**src/rtl/cbx_param_shadow.sv**
```systemverilog
// cbx_param_shadow: horizontal connection block with a double-buffered,
// length-checked configuration chain.
//   - chanx tracks pass straight through (left_in -> right_out, right_in -> left_out).
//   - Each input pin has a MUX_SIZE:1 mux over interleaved left/right tracks.
//   - The serial chain shifts into a shadow register.
//   - The live (active) frame only changes on an accepted load.
//   - A load is accepted only when exactly TOT bits were shifted since the last load.
module cbx_param_shadow #(
    parameter int CHAN_W   = 20,
    parameter int NUM_IPIN = 7,
    parameter int MUX_SIZE = 8,
    parameter int STRIDE   = 6
) (
    input  logic                prog_clk,
    input  logic                pReset,
    input  logic                cfg_en,
    input  logic                cfg_load,
    input  logic                ccff_head,
    input  logic [CHAN_W-1:0]   chanx_left_in,
    input  logic [CHAN_W-1:0]   chanx_right_in,
    output logic [CHAN_W-1:0]   chanx_left_out,
    output logic [CHAN_W-1:0]   chanx_right_out,
    output logic [NUM_IPIN-1:0] ipin_out,
    output logic                ccff_tail,
    output logic                cfg_valid,
    output logic                cfg_err
);

    localparam int SEL_W = $clog2(MUX_SIZE);
    localparam int CFG_W = SEL_W + 1;
    localparam int TOT   = NUM_IPIN * CFG_W;
    localparam int CNT_W = $clog2(TOT + 2);

    localparam logic [CNT_W-1:0] CNT_FULL = CNT_W'(TOT);
    localparam logic [CNT_W-1:0] CNT_SAT  = CNT_W'(TOT + 1);

    logic [TOT-1:0]   sreg_reg;
    logic [TOT-1:0]   sreg_next;
    logic [TOT-1:0]   active_reg;
    logic [TOT-1:0]   active_next;
    logic [CNT_W-1:0] cnt_reg;
    logic [CNT_W-1:0] cnt_next;
    logic             cfg_valid_reg;
    logic             cfg_valid_next;
    logic             cfg_err_reg;
    logic             cfg_err_next;

    // Next-state for the chain.
    // A shift always wins over a same-cycle load; such a load is rejected.
    // The bit counter saturates at TOT+1, so an over-long frame cannot wrap
    // back around to an accepted length.
    always_comb begin
        sreg_next      = sreg_reg;
        active_next    = active_reg;
        cnt_next       = cnt_reg;
        cfg_valid_next = cfg_valid_reg;
        cfg_err_next   = cfg_err_reg;
        if (cfg_en) begin
            sreg_next = {sreg_reg[TOT-2:0], ccff_head};
            if (cnt_reg != CNT_SAT) begin
                cnt_next = cnt_reg + CNT_W'(1);
            end
            if (cfg_load) begin
                cfg_err_next = 1'b1;
            end
        end else if (cfg_load) begin
            cnt_next = '0;
            if (cnt_reg == CNT_FULL) begin
                active_next    = sreg_reg;
                cfg_valid_next = 1'b1;
                cfg_err_next   = 1'b0;
            end else begin
                cfg_err_next   = 1'b1;
            end
        end
    end

    // Configuration state registers; asynchronous active-low clear discards any partial frame.
    always_ff @(posedge prog_clk or negedge pReset) begin
        if (!pReset) begin
            sreg_reg      <= '0;
            active_reg    <= '0;
            cnt_reg       <= '0;
            cfg_valid_reg <= 1'b0;
            cfg_err_reg   <= 1'b0;
        end else begin
            sreg_reg      <= sreg_next;
            active_reg    <= active_next;
            cnt_reg       <= cnt_next;
            cfg_valid_reg <= cfg_valid_next;
            cfg_err_reg   <= cfg_err_next;
        end
    end

    assign chanx_left_out  = chanx_right_in;
    assign chanx_right_out = chanx_left_in;
    assign ccff_tail       = sreg_reg[TOT-1];
    assign cfg_valid       = cfg_valid_reg;
    assign cfg_err         = cfg_err_reg;

    // One mux per pin.
    // Input pair m taps track (pin + m*STRIDE) mod CHAN_W: the even input
    // takes the left track and the odd input takes the right track.
    generate
        for (genvar gi = 0; gi < NUM_IPIN; gi++) begin : g_pin
            logic [MUX_SIZE-1:0] mux_in;
            logic [SEL_W-1:0]    sel;
            logic                en;

            for (genvar gj = 0; gj < MUX_SIZE / 2; gj++) begin : g_pair
                localparam int TRK = (gi + gj * STRIDE) % CHAN_W;
                assign mux_in[2*gj]   = chanx_left_in[TRK];
                assign mux_in[2*gj+1] = chanx_right_in[TRK];
            end

            assign sel = active_reg[gi*CFG_W +: SEL_W];
            assign en  = active_reg[gi*CFG_W + SEL_W];

            // Pin output is forced low until a frame is committed or while the pin is disabled.
            always_comb begin
                ipin_out[gi] = cfg_valid_reg & en & mux_in[sel];
            end
        end
    endgenerate

endmodule
```
**config.mk**
```make
export PLATFORM = sky130hd
export DESIGN_NAME = cbx_param_shadow
export DESIGN_NICKNAME = d
export VERILOG_FILES = /design/src/rtl/cbx_param_shadow.sv
export SDC_FILE = /design/constraint.sdc
export NUM_CORES = 1
export LEC_CHECK = 0
export CORE_ASPECT_RATIO = 1.1
export CORE_MARGIN = 2
export CORE_UTILIZATION = 40
export DETAILED_ROUTE_END_ITERATION = 7
export PLACE_DENSITY = 0.69
export SLEW_MARGIN = 20
export SYNTH_ARGS = -nofsm -noshare
export SYNTH_HDL_FRONTEND = slang
export SYNTH_SLANG_ARGS = --single-unit
```
**constraint.sdc**
```tcl
create_clock -name prog_clk -period 2.15 [get_ports prog_clk]
set_input_delay 0.5375 -clock prog_clk [delete_from_list [all_inputs] [get_ports prog_clk]]
set_output_delay 0.5375 -clock prog_clk [all_outputs]
set_load 0.03 [all_outputs]
```
==> summary.txt <==
Die
  • Core area: 8320 sq um
  • Ports: between 90 and 100
  • DIE HEIGHT: roughly 100 um
  • Starting density of the core: ~40%
  • Die Wd: 91.8 um
  • Die ar.: ~9000 sq um
  • Row cnt: 35

Clock network
  • Post-cts hold buffer count: 0
  • H-tree levels: 3
  • Num Clock Sinks: 63
  • Clock latency on the worst-skew pair: approximately 0.33 ns
  • Clock Root Buffer: clkbuf_8
  • Maximum clock path buffer count: 2
  • CTS Buf Count: 9
  • CTS tree: done
  • Clock slew at reported path FFs: about 0.07 ns

Synth
  • Sequential area share after synthesis: a little under half
  • Synthesized flop and latch total: 63
  • YS warnings: 0
  • Synth Instances: approximately 250
  • Area of the mapped netlist: 3390 sq um
  • Netlist cell types: 28
  • Avg Inst Size Synth: ~14 sq um
  • Syn Nets: roughly 300

Status
  • Outcome: finished with violations
  • Violated checks: setup timing

STA
  • Clock Skew: ~0.0063 ns
  • Worst Max-Slew Pin Slew: 0.476 ns
  • Post-layout min period: 2.15 ns
  • Final worst path period share: 100%
  • Final setup margin: -0.00353 ns
  • Max Slew Vio Count: 0
  • Slew headroom: between 60% and 70%
  • Fin. Hold Viols: 0
  • Max Clk Rate: roughly 0.46 GHz
  • Final setup violation count: 1
  • RSZ-0062 raised after global routing: true
  • WHS: 0.152 ns

Route
  • WL/cell: 14.5 um
  • DR iter-0 viols: 63
  • Detailed Routing Iterations Pass 1: 4
  • DR vias/cell: ~5
  • Vias post-DR: approximately 2200
  • Post-DRT Antenna Nets: 0
  • WL final: 6600 um
  • DRC Markers: 0

Power and ir drop
  • Cell Pwr Density: between 600 and 700 nW/um^2
  • Int Pwr: approximately 0.0023 W
  • Sw Ratio: around 29%
  • Flop pwr share: 51.2%
  • Clk network pwr share: ~30%
  • Max VDD drop: ~0.00032 V
  • Switching power: ~0.00092 W
  • Combinational Power Share: 18.5%
  • Leakage: about 2.1 nW

Global routing
  • First-pass GRT wire length: roughly 11000 um
  • Antenna violations before repair: 0
  • GRT Total Usage: between 10% and 20%
  • Vias in the first global route: 2254
  • Global route overflow: 0
  • Largest net degree at the start of global routing: 36

Critical path
  • Setup crit start kind: input pin
  • Critical Path End Type: output port
  • Crit path DAT: about 1.6 ns
  • R2R depth: 5
  • CP max FO: 2
  • Reg2reg end: active_reg[0]$_DFFE_PN0P_
  • WP data required: between 1.5 and 2 ns
  • R2R Setup Slk: approximately 0.65 ns
  • Reg2reg start: cnt_reg[0]$_DFFE_PN0P_
  • Crit Path Class: in2out

Job
  • Max-Cap Viols: 0

Cells and area
  • Layout cells sized above 1: ~48%
  • Nets: just under 400
  • Layout area overhead: 36.0%
  • Ant diodes: 0
  • Design area: 4610 sq um

Hold path
  • Worst Hold Class: in2async

Placement
  • Placed inst area: ~4200 sq um
  • Routability Congestion: 0.766
  • Final HPWL DP: about 4700 um
  • # port buffers: 94
-- worst max path at each step --
| stage | endpoint | cells after the start | startpoint |
|---|---|---|---|
| 2_1_floorplan | ipin_out[0] | 2 | cfg_valid$_DFFE_PN0P_ |
| 3_3_place_gp | ipin_out[5] | 5 | chanx_left_in[11] |
| 3_5_place_dp | ipin_out[5] | 5 | chanx_left_in[11] |
| 4_1_cts | ipin_out[0] | 4 | active_reg[0]$_DFFE_PN0P_ |
| 5_1_grt | ipin_out[5] | 4 | active_reg[20]$_DFFE_PN0P_ |
| 6_report | ipin_out[0] | 5 | chanx_right_in[12] |
-- routing by layer --
| metal | up-vias | wire (um) | GRT usage (%) |
|---|---|---|---|
| met3 | 7 | 452 | 4.41 |
| met1 | 1067 | 2980 | 20.2 |
| li1 | 1051 | - | - |
| met4 | 0 | 98 | 6.54 |
| met2 | 90 | 3060 | 23.5 |
| met5 | - | 0 | 0 |
-- placed cells by master (no fill, tap or decap), types with 4 or more instances in the layout --
master and instances:
a311oi_2 4, buf_12 4, buf_4 76, clkbuf_8 13, clkdlybuf4s15_1 10, clkdlybuf4s50_1 9, dfrtp_1 61, dlygate4sd2_1 24
inv_1 10, mux2_1 29, mux2_4 35, mux2i_1 7, mux4_2 7, nor2_1 5, nor2_2 4, o311ai_4 4
-- timing repair --
item,CTS,global route
endpoints found under the setup margin,7,7
setup buffers,13,2
resized for setup,77,23
pin swaps,19,18
-- area by class of cell --
cell class / instances / area, sq um
Tap cell: 111 / 139
Timing Repair Buffer: 130 / 1110
Sequential cell: 63 / 1580
Fill cell: 704 / 3710
Inverter: 10 / 37.5
Clock buffer: 13 / 179
Multi-Input combinational cell: 125 / 1550
Clock inverter: 3 / 15.0
-- per-stage QoR --
step           std cells  utilization, %  setup slack (ns)   TNS, ns  power (W)
5_1_grt              455            55.4           -0.0594    -0.234    0.00339
6_report             455            55.4          -0.00353  -0.00353    0.00320
2_1_floorplan        245               -         0.0000135         0    0.00199
3_5_place_dp         424            50.1            -0.663     -2.34    0.00227
4_1_cts              453            54.1           -0.0137   -0.0279    0.00323
3_3_place_gp         424            50.1            -0.594     -2.17    0.00223
-- kinds of logic (layout without fill, tap and decap cells) --
logic type | Yosys count | count (layout) | share of synthesized area, %
muxes | 78 | 78 | 31.1
DFF | 63 | 63 | 46.5
buffers and inverters | 57 | 156 | 12.5
and+or+nand+nor | 22 | 22 | 3.54
AOI/OAI and AO/OA | 21 | 21 | 4.98
adders and majority gates | 3 | 3 | 1.11
xor gates and xnor gates | 1 | 1 | 0.258
-- critical path, cell delays in order --
cell and delay [ns]:
dlygate4sd2_1 0.25, mux4_2 0.47, nor2_2 0.12, a311oi_2 0.06
buf_4 0.19
-- cell usage after synthesis --
cell | n | area share (%)
or2_1 | 1 | 0.18
nand2_1 | 1 | 0.11
nand4_1 | 1 | 0.18
o2bb2ai_1 | 1 | 0.26
nand3_1 | 3 | 0.44
mux4_2 | 7 | 4.7
ha_1 | 3 | 1.1
a31oi_1 | 2 | 0.37
mux2_1 | 36 | 12
mux2_4 | 28 | 12
inv_1 | 10 | 1.1
and3_4 | 1 | 0.33
a311oi_1 | 7 | 1.8
mux2i_1 | 7 | 2.1
a21oi_1 | 3 | 0.44
dfrtp_1 | 63 | 47
buf_2 | 3 | 0.44
buf_4 | 40 | 8.9
nor2_1 | 10 | 1.1
and4b_1 | 1 | 0.30
a21bo_1 | 1 | 0.30
nor2b_4 | 1 | 0.41
buf_6 | 1 | 0.33
xor2_1 | 1 | 0.26
buf_12 | 3 | 1.8
and3_1 | 1 | 0.18
nor3_1 | 2 | 0.30
o311ai_0 | 7 | 1.8
-- power by group through the flow --
stage          clock [W]  sequential (W)  combinational [W]
2_1_floorplan          0         0.00160           0.000397
6_report        0.000970         0.00164           0.000594
3_5_place_dp           0         0.00166           0.000608
3_3_place_gp           0         0.00164           0.000590
5_1_grt          0.00105         0.00168           0.000660
4_1_cts         0.000998         0.00164           0.000598
Power figures use the tool's default switching activity.
